$ cat src/rtl/data_mem_if.sv
// Request/response bundle between the CPU data-memory port and data_mem_responder.
// The master modport is the CPU side; the slave modport is the responder side.
interface data_mem_if #(
   parameter int DATA_W = 16
);
   logic              req_valid;
   logic              req_write;
   logic [15:0]       req_addr;
   logic [DATA_W-1:0] req_wdata;
   logic              req_ready;
   logic              resp_valid;
   logic [DATA_W-1:0] resp_rdata;
   logic              resp_err;
   logic              busy;

   modport master (
      output req_valid,
      output req_write,
      output req_addr,
      output req_wdata,
      input  req_ready,
      input  resp_valid,
      input  resp_rdata,
      input  resp_err,
      input  busy
   );

   modport slave (
      input  req_valid,
      input  req_write,
      input  req_addr,
      input  req_wdata,
      output req_ready,
      output resp_valid,
      output resp_rdata,
      output resp_err,
      output busy
   );
endinterface

$ cat src/rtl/data_mem_responder.sv
// Wait-state data-memory responder: one request at a time, WAIT_CYCLES stall, one-cycle response.
// Optional macro DATA_MEM_ERR_EN enables the address range check (resp_err, dropped stores).
module data_mem_responder #(
   parameter  int DATA_W      = 16,
   parameter  int DEPTH       = 256,
   parameter  int WAIT_CYCLES = 2,
   localparam int IDX_W       = $clog2(DEPTH)
) (
   input  logic      clk,
   input  logic      rst_n,
   data_mem_if.slave mem_bus
);

   typedef enum logic [1:0] {
      S_IDLE = 2'd0,
      S_WAIT = 2'd1,
      S_RESP = 2'd2
   } state_e;

   localparam logic [3:0] WAIT_LOAD = 4'(WAIT_CYCLES);

   state_e              state_q;
   state_e              state_d;
   logic [3:0]          cnt_q;
   logic [3:0]          cnt_d;
   logic                write_q;
   logic [15:0]         addr_q;
   logic [DATA_W-1:0]   wdata_q;
   logic [DATA_W-1:0]   rdata_q;
   logic [DATA_W-1:0]   rdata_d;
   logic                err_q;
   logic                err_d;
   logic                ready_q;
   logic                ready_d;
   logic                busy_q;
   logic                busy_d;
   logic                valid_q;
   logic                valid_d;
   logic                capture_s;
   logic                access_s;
   logic                in_range_s;
   logic                mem_we_s;
   logic [IDX_W-1:0]    idx_s;
   logic [DATA_W-1:0]   mem_q [DEPTH];

   assign idx_s = addr_q[IDX_W-1:0];

`ifdef DATA_MEM_ERR_EN
   localparam logic [16:0] DEPTH_EXT = 17'(DEPTH);
   assign in_range_s = ({1'b0, addr_q} < DEPTH_EXT);
`else
   logic addr_hi_unused_s;
   // Without the range check the address simply aliases through its low bits.
   assign in_range_s       = 1'b1;
   assign addr_hi_unused_s = ^addr_q;
`endif

   // Next-state, wait counter and registered-output next values.
   always_comb begin
      state_d   = state_q;
      cnt_d     = cnt_q;
      capture_s = 1'b0;
      access_s  = 1'b0;
      case (state_q)
         S_IDLE: begin
            if (mem_bus.req_valid) begin
               capture_s = 1'b1;
               cnt_d     = WAIT_LOAD;
               state_d   = S_WAIT;
            end else begin
               state_d   = S_IDLE;
            end
         end
         S_WAIT: begin
            if (cnt_q == 4'd0) begin
               access_s = 1'b1;
               state_d  = S_RESP;
            end else begin
               cnt_d    = cnt_q - 4'd1;
               state_d  = S_WAIT;
            end
         end
         S_RESP: begin
            state_d = S_IDLE;
         end
         default: begin
            state_d = S_IDLE;
            cnt_d   = 4'd0;
         end
      endcase
      ready_d = (state_d == S_IDLE);
      busy_d  = (state_d != S_IDLE);
      valid_d = (state_d == S_RESP);
   end

   // Access result: stores echo their data, out-of-range loads read as zero.
   always_comb begin
      rdata_d  = rdata_q;
      err_d    = err_q;
      mem_we_s = 1'b0;
      if (access_s) begin
         err_d = ~in_range_s;
         if (write_q) begin
            rdata_d  = wdata_q;
            mem_we_s = in_range_s;
         end else if (in_range_s) begin
            rdata_d  = mem_q[idx_s];
         end else begin
            rdata_d  = {DATA_W{1'b0}};
         end
      end else begin
         mem_we_s = 1'b0;
      end
   end

   // Control state and registered handshake outputs.
   always_ff @(posedge clk or negedge rst_n) begin
      if (!rst_n) begin
         state_q <= S_IDLE;
         cnt_q   <= 4'd0;
         ready_q <= 1'b1;
         busy_q  <= 1'b0;
         valid_q <= 1'b0;
      end else begin
         state_q <= state_d;
         cnt_q   <= cnt_d;
         ready_q <= ready_d;
         busy_q  <= busy_d;
         valid_q <= valid_d;
      end
   end

   // Request capture; only values latched in IDLE are ever used.
   always_ff @(posedge clk or negedge rst_n) begin
      if (!rst_n) begin
         write_q <= 1'b0;
         addr_q  <= 16'd0;
         wdata_q <= {DATA_W{1'b0}};
      end else if (capture_s) begin
         write_q <= mem_bus.req_write;
         addr_q  <= mem_bus.req_addr;
         wdata_q <= mem_bus.req_wdata;
      end
   end

   // Response data and error hold until the next access edge.
   always_ff @(posedge clk or negedge rst_n) begin
      if (!rst_n) begin
         rdata_q <= {DATA_W{1'b0}};
         err_q   <= 1'b0;
      end else begin
         rdata_q <= rdata_d;
         err_q   <= err_d;
      end
   end

   // Storage array is deliberately not reset so contents survive a reset pulse.
   always_ff @(posedge clk) begin
      if (mem_we_s) begin
         mem_q[idx_s] <= wdata_q;
      end
   end

   assign mem_bus.req_ready  = ready_q;
   assign mem_bus.busy       = busy_q;
   assign mem_bus.resp_valid = valid_q;
   assign mem_bus.resp_rdata = rdata_q;
   assign mem_bus.resp_err   = err_q;

endmodule

$ cat src/flat_wrapper.sv
// flat-port wrapper written by rule: the top's interface ports become plain ports
module data_mem_responder_flat 
#(
   parameter  int DATA_W      = 16,
   parameter  int DEPTH       = 256,
   parameter  int WAIT_CYCLES = 2,
   localparam int IDX_W       = $clog2(DEPTH)
)
  (clk, rst_n, mem_bus_req_valid, mem_bus_req_write, mem_bus_req_addr, mem_bus_req_wdata, mem_bus_req_ready, mem_bus_resp_valid, mem_bus_resp_rdata, mem_bus_resp_err, mem_bus_busy);
  data_mem_if #(.DATA_W(DATA_W)) mem_bus_i ();
  input  logic clk;
  input  logic rst_n;
  input wire logic [$bits(mem_bus_i.req_valid)-1:0] mem_bus_req_valid;
  input wire logic [$bits(mem_bus_i.req_write)-1:0] mem_bus_req_write;
  input wire logic [$bits(mem_bus_i.req_addr)-1:0] mem_bus_req_addr;
  input wire logic [$bits(mem_bus_i.req_wdata)-1:0] mem_bus_req_wdata;
  output wire logic [$bits(mem_bus_i.req_ready)-1:0] mem_bus_req_ready;
  output wire logic [$bits(mem_bus_i.resp_valid)-1:0] mem_bus_resp_valid;
  output wire logic [$bits(mem_bus_i.resp_rdata)-1:0] mem_bus_resp_rdata;
  output wire logic [$bits(mem_bus_i.resp_err)-1:0] mem_bus_resp_err;
  output wire logic [$bits(mem_bus_i.busy)-1:0] mem_bus_busy;
  assign mem_bus_i.req_valid = mem_bus_req_valid;
  assign mem_bus_i.req_write = mem_bus_req_write;
  assign mem_bus_i.req_addr = mem_bus_req_addr;
  assign mem_bus_i.req_wdata = mem_bus_req_wdata;
  assign mem_bus_req_ready = mem_bus_i.req_ready;
  assign mem_bus_resp_valid = mem_bus_i.resp_valid;
  assign mem_bus_resp_rdata = mem_bus_i.resp_rdata;
  assign mem_bus_resp_err = mem_bus_i.resp_err;
  assign mem_bus_busy = mem_bus_i.busy;
  data_mem_responder #(.DATA_W(DATA_W), .DEPTH(DEPTH), .WAIT_CYCLES(WAIT_CYCLES)) u_core (.clk(clk), .rst_n(rst_n), .mem_bus(mem_bus_i));
endmodule
$ cat config.mk
export PLATFORM = sky130hd
export DESIGN_NAME = data_mem_responder_flat
export DESIGN_NICKNAME = d
export VERILOG_FILES = /design/src/rtl/data_mem_if.sv /design/src/rtl/data_mem_responder.sv /design/src/flat_wrapper.sv
export SDC_FILE = /design/constraint.sdc
export NUM_CORES = 2
export LEC_CHECK = 0
export ABC_AREA = 0
export BUFFER_PORTS_ARGS = -buffer_cell sky130_fd_sc_hd__buf_2
export CAP_MARGIN = 20
export CORE_MARGIN = 2
export CORE_UTILIZATION = 50
export CTS_CLUSTER_DIAMETER = 200
export DETAILED_ROUTE_END_ITERATION = 12
export PLACE_DENSITY = 0.74
export REMOVE_ABC_BUFFERS = 1
export SYNTH_ARGS = -nofsm -noshare
export SYNTH_HDL_FRONTEND = slang
export SYNTH_SLANG_ARGS = --single-unit
export TNS_END_PERCENT = 50
$ cat constraint.sdc
create_clock -name clk -period 10.2 [get_ports clk]
set_input_delay 2.04 -clock clk [delete_from_list [all_inputs] [get_ports clk]]
set_output_delay 2.04 -clock clk [all_outputs]
set_load 0.1 [all_outputs]
======== Word-level counts from Yosys, hierarchy flattened ========
Memory sizes are Yosys's and may differ from the RTL's. A register that Yosys moved wholly into a read port is not among the register bits.
Index checks and enable logic that the tools add are counted.
cells by class
  add/subtract/negate cells ............... 1
  equality and inequality tests ........... 5
  multiplexer cells ....................... 14
  bitwise operators ....................... 1
  reduce and logical (&&, ||, !) cells .... 6
operators by type and width
  kind                 number
  $pmux 4 s3           1
  $mux 1               9
  $mux 4               2
  $eq 2x2->1 const B   2
  $logic_not 2->1      2
  $logic_not 4->1      1
  $ne 2x2->1 const B   2
  $pmux 2 s2           1
  $sub 4x1->4 const B  1
  $reduce_and 3->1     1
  $eq 2x1->1 const B   1
  $mux 2               1
  $reduce_bool 2->1    1
  $logic_not 1->1      1
  $not 1->1            1
word-level totals
  register bits after elaboration ......... 34
  bits in writable memories ............... 4096
  input bits .............................. 36
  output and inout port bits .............. 20
  word-level logic and storage cells ...... 36
  memories kept ........................... 1
memory list
  name          depth  bits a word  read ports  clocked after memory_dff  wr ports  line                      source
  u_core.mem_q  256    16           1           1                         1         data_mem_responder.sv:44  logic [DATA_W-1:0] mem_q [DEPTH];

======== Longest topological paths before layout ========
  word-level depth ........................ 6
  depth in mapped cells ................... 13
  gate-level depth less buffers ........... 9

======== Worst setup path before layout ========
OpenSTA, ideal clock, no wires.
  kind .................................... flip-flop to flip-flop
  start point ............................. register, netlist name u_core.wdata_q[11]
  end point ............................... register u_core.rdata_q[11], in the netlist u_core.mem_bus.resp_rdata[11] (read register of u_core.mem_q)
  library setup time ...................... 101 ps
  data arrival time ....................... 4326 ps
  data required time ...................... 10099 ps
  slack ................................... 5773 ps
  stages on the path, launching flop included .. 5
  buffers on the path ..................... 0
  period minus slack after synthesis ...... 4427 ps
  cells stage by stage .................... dfrtp_1 -> nand3b_1 -> o21ai_0 -> or4b_1 -> o32ai_1
RTL lines
  what              line                      source
  end: declaration  data_mem_responder.sv:29  logic [DATA_W-1:0] rdata_q;

==> flow_summary.toml <==
[clock_tree]
cts_resized = 0
cts_num_sinks = 4146
cts.reportedPaths.clkPinSlew_ps = 70
cts-root-buf = "clkbuf_16"
postCtsHoldBufs = 0
post_cts_buffers = 0
cts_tree = "done"
cts_made_buffers = 392
insertion_delay_ps = 930
h-tree-depth = 5
clockBufferDepth = 4

[synth]
synth_cell_types = 77
syn_inst = 7232
synth-seq-area-share_pct = 77.9
synth.cell_area_um2 = 160000
ys_warn_count = 0
synth_seq_cells = 4146
yosys-top-cells-area = "edfxtp_1, mux4_2, mux2i_1, dfrtp_1, nor2_1"
avgSynthCellArea_um2 = 22.1
dominantRegCellSynth = "edfxtp_1"
yosysTopAreaCell = "edfxtp_1"
netlist.area_leader.share_pct = 77.1
synth-edff-count = 4096
synthArstFlopShare_pct = 1.21

[grt]
grt_max_degree = 158
grt_first_pass_wirelength_um = 591000
grt_pass1_vias = 78452
overflow = 0
grt_usage_pct = 25.7
antenna_found_initial = 23

[route]
drt_iter0_drc = 14588
vias_per_cell = 6.61
routedWlPerCell_um = 34.7
drcViolationCount = 0
first_pass_iters = 6
ant_nets = 0
vias = 80635
wl_um = 423000

[final_layout]
drive_gt1_share_pct = 26.0
final_common_cell = "edfxtp_1"
layout_common_cells = "edfxtp_1, mux4_2, mux2i_1"
stdcell_count = 12192
synthToLayoutAreaGrowth_pct = 12.2
fill_cells = 22203
fin_util_pct = 56.4
final_nets = 7721

[power]
switching_share_pct = 33.1
clock_power_share_pct = 27.7
seqPwrFrac_pct = 42.8
intPower_mw = 34.7
powerDensity_nw_per_um2 = 290
power_switching_mw = 17.2
leakage_nw = 56.6
combPwrFrac_pct = 29.5
worst_ir_drop_vdd_v = 0.000296

[worst_setup_path]
critPathSlowestCell = "dfrtp_4"
worst-path-buf-inv = 3
crit_fanout = 105
r2r-start = "u_core.addr_q[1]"
worst_path_largest_cell_delay_ps = 840
worstReg2RegEnd = "u_core.mem_bus.resp_rdata[2]"
crit_chain = "buf_4 -> buf_12 -> buf_4 -> mux4_2 -> mux2i_1 -> o22ai_1 -> o21ai_0 -> a31o_2 -> o21ai_1"
cp-start-kind = "flip-flop"
required_ps = 10990
crit_type = "reg -> reg"
end_kind = "flip-flop"
critical_path_arrival_ps = 6350
cp_top_family = "buffers and inverters"
crit_top_cell = "buf_4"
r2r_slack_ps = 4640
rr_worst_depth = 9

[timing]
worst_pin_slew_ps = 1470
hold_viol = 0
tns_ps = 0
setup_viol_count_final = 0
fin_crit_ps = 5560
slew_headroom_pct = 2.23
min_period_over_period_pct = 54.5
worst_slack_ps = 4640
finalMaxSlewViolations = 0
fmax_mhz = 180
rsz0062_at_grt = "false"
clock_skew_ps = 40.7

[hold_path]
hp-class = "reg -> reg"
whs_endpoint = "u_core.cnt_q[1]"
min_path_cells = 2
holdCritStartpoint = "u_core.cnt_q[1]"

[die]
die_h_um = 569
die_area_um2 = 324000
die_w_um = 569
start_util_pct = 50.2
io_pins = 56
rows = 207
coreArea_um2 = 318000

[placement]
routabilityCongestion = 0.895
hpwl_um = 245000
portBuffers = 46
pre_cts_ws_ps = 4910
dp_cells = 11460

[flow_run]
maxCapViolCount = 0

[status]
status = "finished clean"
-- flip-flops by register name, summed over array words and instances, names as in the netlist --
register	cells
u_core.mem_q	4096
u_core.mem_bus.req_ready	1
u_core.write_q	1
u_core.cnt_q	4
u_core.mem_bus.resp_valid	1
u_core.mem_bus.resp_rdata	16
u_core.state_q	2
u_core.addr_q	8
u_core.wdata_q	16
u_core.mem_bus.busy	1
-- metrics by stage --
| step | instance area, µm² | hold WS [ps] | total power, mW |
|---|---|---|---|
| floorplan | 157000 | 463 | 33.2 |
| global route | 179000 | 539 | 53.1 |
| finish | 179000 | 532 | 51.9 |
| CTS | 179000 | 531 | 51.6 |
| global placement | 166000 | 521 | 37.0 |
| detailed placement | 166000 | 518 | 37.4 |
-- cells in the mapped netlist, types with 9 or more instances --
cell type and instances:
mux4_2 929, a31oi_1 10, nand3_1 31, a211oi_1 28, nor4_1 13, and2_1 9, a211o_1 14, nor2b_1 21
o21ai_0 81, mux2i_1 432, a22o_1 13, o21ai_1 11, buf_6 28, buf_4 85, buf_1 11, edfxtp_1 4096
a22oi_1 94, nor2_1 307, mux2_2 43, nand4_1 18, a21oi_1 51, nand2_1 163, a221oi_1 47, buf_2 178
nor3_1 16, a32oi_1 26, nand3b_1 19, o22ai_1 126, o221ai_1 13, dfrtp_1 49, clkbuf_1 124
-- cells by family (layout without fill, tap and decap cells) --
| kind of cell | Yosys count | after routing | synth area share, % |
|---|---|---|---|
| other | 1 | 12 | 0.00235 |
| adder cells (fa/ha/maj) | 2 | 2 | 0.0157 |
| AO/OA/AOI/OAI | 580 | 580 | 2.55 |
| AND/OR/NAND/NOR | 658 | 658 | 1.89 |
| flip-flops | 4146 | 4146 | 77.9 |
| buffers and inverters | 438 | 1207 | 1.51 |
| multiplexers | 1407 | 1407 | 16.2 |
-- power groups by stage --
| stage | Sequential (mW) | Combinational [mW] | Clock (mW) |
|---|---|---|---|
| after floorplan | 24.5 | 8.66 | 0 |
| after global placement | 22.5 | 14.5 | 0 |
| after detailed placement | 22.6 | 14.8 | 0 |
| after CTS | 22.2 | 14.9 | 14.5 |
| after global routing | 22.2 | 15.7 | 15.1 |
| final | 22.2 | 15.3 | 14.4 |
-- worst max-delay path by stage --
stage	startpoint	to	slack [ps]	depth (start not counted)
5_1_grt	u_core.addr_q[1]	u_core.mem_bus.resp_rdata[4]	4580	9
4_1_cts	u_core.addr_q[1]	u_core.mem_bus.resp_rdata[9]	4800	10
3_3_place_gp	u_core.addr_q[1]	u_core.mem_bus.resp_rdata[2]	4930	9
2_1_floorplan	u_core.addr_q[0]	u_core.mem_q[161][0]	-33790	4
6_report	u_core.addr_q[1]	u_core.mem_bus.resp_rdata[2]	4640	9
3_5_place_dp	u_core.addr_q[1]	u_core.mem_bus.resp_rdata[2]	4910	9
-- routing by layer --
metal	GRT usage (%)	vias up	part of all wire, %
li1	-	31458	-
met1	35.0	42157	35
met2	39.2	6061	46
met3	7.20	957	13
met4	11.3	2	5.1
met5	0	-	0.0024
-- area by class of cell --
type / instances / area [µm²] / share of cell area [%]
Sequential cell: 4146 / 124000 / 69.4
Inverter: 11 / 56.3 / 0.0314
Tap cell: 4180 / 5230 / 2.92
Clock inverter: 231 / 2240 / 1.25
Timing Repair Buffer: 484 / 3840 / 2.14
Antenna cell: 11 / 27.5 / 0.0154
Clock buffer: 481 / 10300 / 5.76
Multi-Input combinational cell: 2648 / 33100 / 18.5
-- worst reg2reg max path, cell delays in order, from the launching register on --
cell and delay [ps]:
dfrtp_4 840, buf_4 710, buf_12 590, buf_4 1010
mux4_2 670, mux2i_1 160, o22ai_1 220, o21ai_0 770
a31o_2 350, o21ai_1 110
No activity file was read; power rests on OpenSTA's default activity.
